File: config.mk
export PLATFORM = sky130hd
export DESIGN_NAME = exp_inc_dec_pipe
export DESIGN_NICKNAME = d
export VERILOG_FILES = /design/src/rtl/exp_inc_dec_pipe.sv
export SDC_FILE = /design/constraint.sdc
export NUM_CORES = 1
export LEC_CHECK = 0
export ABC_AREA = 1
export CAP_MARGIN = 20
export CORE_MARGIN = 1
export CORE_UTILIZATION = 60
export CTS_BUF_LIST = sky130_fd_sc_hd__clkbuf_4 sky130_fd_sc_hd__clkbuf_8
export DETAILED_ROUTE_END_ITERATION = 16
export PLACE_DENSITY = 0.88
export REMOVE_ABC_BUFFERS = 1
export SETUP_SLACK_MARGIN = 0.5
export SKIP_LAST_GASP = 1
export SYNTH_ARGS = -nofsm -noshare
export SYNTH_HDL_FRONTEND = slang
export SYNTH_SLANG_ARGS = --single-unit
File: constraint.sdc
create_clock -name clk -period 3.65 [get_ports clk]
set_input_delay 0.73 -clock clk [delete_from_list [all_inputs] [get_ports clk]]
set_output_delay 0.73 -clock clk [all_outputs]
set_load 0.02 [all_outputs]
File: src/rtl/exp_inc_dec_pipe.sv
// exp_inc_dec_pipe: two-stage pipelined exponent adjust unit for the FP add/sub datapath.
// Adds or subtracts a step from a biased exponent, flags overflow (inf range) and
// underflow (zero/subnormal range), and optionally clamps the result.
//
// Ports:
//   clk, rst_n           clock (rising edge), asynchronous active-low reset
//   in_valid / in_ready  input handshake
//   in_exp               biased input exponent
//   in_op                00 pass, 01 add step, 10 subtract step, 11 add 1
//   in_step              unsigned step magnitude
//   out_valid/out_ready  output handshake
//   out_exp              adjusted exponent
//   out_ovf, out_unf     result >= MAX / result <= 0
module exp_inc_dec_pipe #(
  parameter int unsigned EXP_W    = 5,
  parameter int unsigned STEP_W   = EXP_W,
  parameter bit          SATURATE = 1'b1
) (
  input  logic              clk,
  input  logic              rst_n,
  input  logic              in_valid,
  output logic              in_ready,
  input  logic [EXP_W-1:0]  in_exp,
  input  logic [1:0]        in_op,
  input  logic [STEP_W-1:0] in_step,
  output logic              out_valid,
  input  logic              out_ready,
  output logic [EXP_W-1:0]  out_exp,
  output logic              out_ovf,
  output logic              out_unf
);

  // Two guard bits: one for carry past MAX, one as sign for borrow below zero.
  localparam int unsigned CalcW = ((STEP_W > EXP_W) ? STEP_W : EXP_W) + 2;
  localparam logic [EXP_W-1:0] MaxExp = '1;
  localparam logic [CalcW-1:0] OneC   = {{(CalcW-1){1'b0}}, 1'b1};
  localparam logic [CalcW-1:0] MaxC   = {{(CalcW-EXP_W){1'b0}}, MaxExp};

  // Stage 1 registers
  logic              r_s1_valid;
  logic [1:0]        r_s1_op;
  logic [EXP_W-1:0]  r_s1_exp;
  logic [STEP_W-1:0] r_s1_step;

  // Stage 2 registers (drive the outputs directly)
  logic              r_s2_valid;
  logic [EXP_W-1:0]  r_s2_exp;
  logic              r_s2_ovf;
  logic              r_s2_unf;

  // Held low during reset and for the first edge after release.
  logic              r_rdy_en;

  logic              w_s2_adv;
  logic              w_in_ready;
  logic [CalcW-1:0]  w_a;
  logic [CalcW-1:0]  w_b;
  logic [CalcW-1:0]  w_sum;
  logic [EXP_W-1:0]  w_res_exp;
  logic              w_ovf;
  logic              w_unf;

  assign w_s2_adv   = !r_s2_valid | out_ready;
  assign w_in_ready = r_rdy_en & (!r_s1_valid | w_s2_adv);

  assign w_a = {{(CalcW-EXP_W){1'b0}}, r_s1_exp};
  assign w_b = {{(CalcW-STEP_W){1'b0}}, r_s1_step};

  always_comb begin
    w_sum     = w_a;
    w_res_exp = r_s1_exp;
    w_ovf     = 1'b0;
    w_unf     = 1'b0;
    case (r_s1_op)
      2'b01:   w_sum = w_a + w_b;
      2'b10:   w_sum = w_a - w_b;
      2'b11:   w_sum = w_a + OneC;
      default: w_sum = w_a;
    endcase
    if (r_s1_op == 2'b00 || r_s1_exp == MaxExp) begin
      // Pass never flags; inf/NaN input stays inf/NaN for every op.
      w_res_exp = r_s1_exp;
    end else if (!w_sum[CalcW-1] && w_sum >= MaxC) begin
      w_ovf     = 1'b1;
      w_res_exp = SATURATE ? MaxExp : w_sum[EXP_W-1:0];
    end else if (w_sum[CalcW-1] || w_sum == '0) begin
      w_unf     = 1'b1;
      w_res_exp = SATURATE ? '0 : w_sum[EXP_W-1:0];
    end else begin
      w_res_exp = w_sum[EXP_W-1:0];
    end
  end

  always_ff @(posedge clk or negedge rst_n) begin
    if (!rst_n) begin
      r_rdy_en   <= 1'b0;
      r_s1_valid <= 1'b0;
      r_s1_op    <= '0;
      r_s1_exp   <= '0;
      r_s1_step  <= '0;
      r_s2_valid <= 1'b0;
      r_s2_exp   <= '0;
      r_s2_ovf   <= 1'b0;
      r_s2_unf   <= 1'b0;
    end else begin
      r_rdy_en <= 1'b1;
      if (w_in_ready) begin
        r_s1_valid <= in_valid;
        if (in_valid) begin
          r_s1_op   <= in_op;
          r_s1_exp  <= in_exp;
          r_s1_step <= in_step;
        end
      end
      if (w_s2_adv) begin
        r_s2_valid <= r_s1_valid;
        if (r_s1_valid) begin
          r_s2_exp <= w_res_exp;
          r_s2_ovf <= w_ovf;
          r_s2_unf <= w_unf;
        end
      end
    end
  end

  assign in_ready  = w_in_ready;
  assign out_valid = r_s2_valid;
  assign out_exp   = r_s2_exp;
  assign out_ovf   = r_s2_ovf;
  assign out_unf   = r_s2_unf;

endmodule

==> summary.txt <==
Critical path
  – Slowest CP cell: clkdlybuf4s50_1
  – CP arrival: a little over 2 ns
  – Peak per-stage delay on the critical path: 0.60 ns
  – Crit path cell chain: clkdlybuf4s50_1 > nor2_1 > nand2_1 > nand2_1 > inv_1 > clkdlybuf4s50_1
  – CP Buf/Inv Count: 3
  – Delay-heaviest family, CP: buffers and inverters
  – CP startpoint: out_ready
  – Reg2reg start: r_s1_op[0]$_DFFE_PN0P_
  – Max Fanout on Critical Path: 3
  – Setup CP Type: input pin to primary output
  – CP startpoint kind: input pin
  – Crit path capture type: primary output
  – Crit path required time: around 2.9 ns

Layout
  – # nets final: 278
  – Post-layout util: 0.778
  – Ant. Diodes: 0
  – Share of cells above drive strength 1: 0.129
  – Cell Count, Final, Fillers Out: between 200 and 300
  – Area Overhead vs Synth: 20.5%

Logic synthesis
  – Cell Area, Synth: 0.00161 sq mm
  – Cells after synthesis: 222
  – Yosys reg bits: 22
  – Synthesis Warnings: 0
  – Sequential fraction of the synthesis area: 0.341
  – Avg Inst Size Synth: 7.27 sq um
  – Cell variety after synth: 27

Detailed routing
  – Drc violations: 0
  – Average wire per standard cell: 11.9 um
  – Antenna viol nets, final: 0
  – Routed WL: 3320 um
  – DR vias/cell: 5.32
  – First DRT Iteration DRCs: 46
  – 1st-pass router iterations: 4
  – Vias: 1483

Flow run
  – Max cap viols: 0

Die
  – Die Width: between 50 and 60 um
  – I/O Pins: 25
  – Initial Util: 0.646
  – Total Die Area: 0.00290 sq mm
  – Die Ht: 53.9 um
  – Rows: 18
  – Core area: 0.00250 sq mm

Placement
  – PortBufs: 24
  – Dpl hpwl: 2520 um
  – Gp weighted congestion: 0.885
  – Placed insts: 274

Clock tree
  – Quantity of hold-fixing buffers added after cts: 0
  – CTS root buffer: clkbuf_4
  – Maximum root-to-sink buffer count: 2
  – H-tree levels: 1
  – CTS tree: built
  – TritonCTS Buffers: 3
  – Number of clock sinks: 22
  – Postcts setup bufs: 0
  – Clk slew on worst S/H paths: approximately 0.13 ns
  – Worst-Skew Late Latency: 0.31 ns
  – CTS resizes: 0

Power and ir drop
  – Peak VDD IR: 0.000414 V
  – Power per Cell Area: ~630 mW/mm^2
  – Pleak: 1.02 nW
  – Total power: 0.00124 W

Status
  – Status: finished clean

STA
  – Count of pins over their slew limit: 0
  – RSZ-0062 raised after global routing: false
  – Setup_tns: 0 ns
  – Maximum clock frequency: ~360 MHz
  – Final Setup Violations: 0
  – Final hold viol count: 0
  – Crit share post-route: 0.756
  – Post-route minimum period: between 2 and 3 ns
  – Clk_skew: approximately 0.0037 ns

Global routing
  – Number of global-route vias before repair: roughly 1300
  – Largest net degree at the start of global routing: 23
  – First-pass GRT wire length: 5690 um
  – Gr usage total: 0.274
  – Initial antenna violation count: 0
  – GRT overflow: 0

Hold path
  – Hold Crit Start: out_unf$_DFFE_PN0P_
  – Hold crit path type: flop to flop
-- path summary, 6_finish.rpt --
path / cells past startpoint / endpoint / slack (ns)
min in group asynchronous: 1 / out_ovf$_DFFE_PN0P_ / 0.73
setup reg to reg: 16 / out_exp[1]$_DFFE_PN0P_ / 1.02
hold reg to reg: 2 / out_unf$_DFFE_PN0P_ / 0.50
setup / recovery: 6 / in_ready / 0.89
hold / removal: 2 / out_unf$_DFFE_PN0P_ / 0.50
max in group asynchronous: 2 / r_s1_exp[2]$_DFFE_PN0P_ / 2.47
-- layout make-up --
class / instances / area (sq um)
well taps: 30 / 37.5
flip-flops and latches: 22 / 551
clock buffers: 3 / 22.5
inverters: 40 / 150
clock inverters: 1 / 30.0
fillers: 179 / 554
multi-input cells: 157 / 892
repair buffers: 26 / 263
-- worst min-delay path, delay by kind of cell (launching register included) --
| kind | cells | cell delay, ns |
|---|---|---|
| DFF | 1 | 0.37 |
| and+or+nand+nor | 2 | 0.10 |
-- report_power, final --
part	internal [W]	leakage (nW)	switching (W)	total [W]
sequential	0.000306	0.254	0.0000524	0.000359
combinational	0.000283	0.738	0.000405	0.000688
clock	0.000111	0.0279	0.0000779	0.000189
total	0.000700	1.02	0.000535	0.00124
-- placed cells by master (no fill, tap or decap) --
cell type and instances:
a21oi_1 16, a21oi_2 2, buf_4 1, buf_8 1, bufinv_16 1, clkbuf_4 3
clkdlybuf4s50_1 24, clkinv_1 2, conb_1 1, dfrtp_1 22, fa_1 2, ha_1 10
inv_1 32, inv_2 6, mux2_2 2, nand2_1 57, nand2_2 2, nand3_1 16
nand3_2 6, nand3b_1 2, nand4_1 3, nor2_1 20, nor2_2 3, nor2_4 4
nor3_1 2, o211ai_1 2, o21ai_0 2, o21ai_1 3, o31ai_1 1, or2_2 1
-- per-stage QoR --
step	instance area [sq um]	hold WS, ns	setup WS, ns
finish	1950	0.498	0.889
global route	1950	0.522	0.698
CTS	1930	0.501	0.885
detailed placement	1880	0.469	0.889
global placement	1880	0.463	0.900
floorplan	1590	0.434	1.33
-- flip-flops by register name, summed over array words and instances, names as in the netlist --
signal      count
r_rdy_en        1
r_s1_step       5
r_s1_op         2
out_unf         1
out_ovf         1
r_s1_valid      1
out_exp         5
out_valid       1
r_s1_exp        5
-- cell usage after synthesis (all sizes together) --
cell,number,area share
a21oi,18,0.060
buf,3,0.013
clkinv,2,0.0047
conb,1,0.0023
dfrtp,22,0.34
fa,2,0.025
ha,10,0.078
inv,38,0.088
mux2,2,0.014
nand2,59,0.14
nand3,22,0.087
nand3b,2,0.0093
nand4,3,0.012
nor2,27,0.086
nor3,2,0.0062
o211ai,2,0.0093
o21ai,5,0.016
o31ai,1,0.0047
or2,1,0.0039
-- routing by layer --
layer  vias to the layer above  wire length, um  track usage
li1                        755                -            -
met1                       686             1540        0.385
met2                        38             1630        0.453
met3                         4              125       0.0339
met4                         0               31       0.0526
met5                         -                0            0
-- cells by family after synthesis --
kind of cell,count (synthesis),synth area share
other cells,1,0.00232
simple gates,116,0.344
compound gates,26,0.0899
flops,22,0.341
mux,2,0.0140
buf+inv,43,0.106
fa+ha+maj,12,0.102
Power figures use the tool's default switching activity.
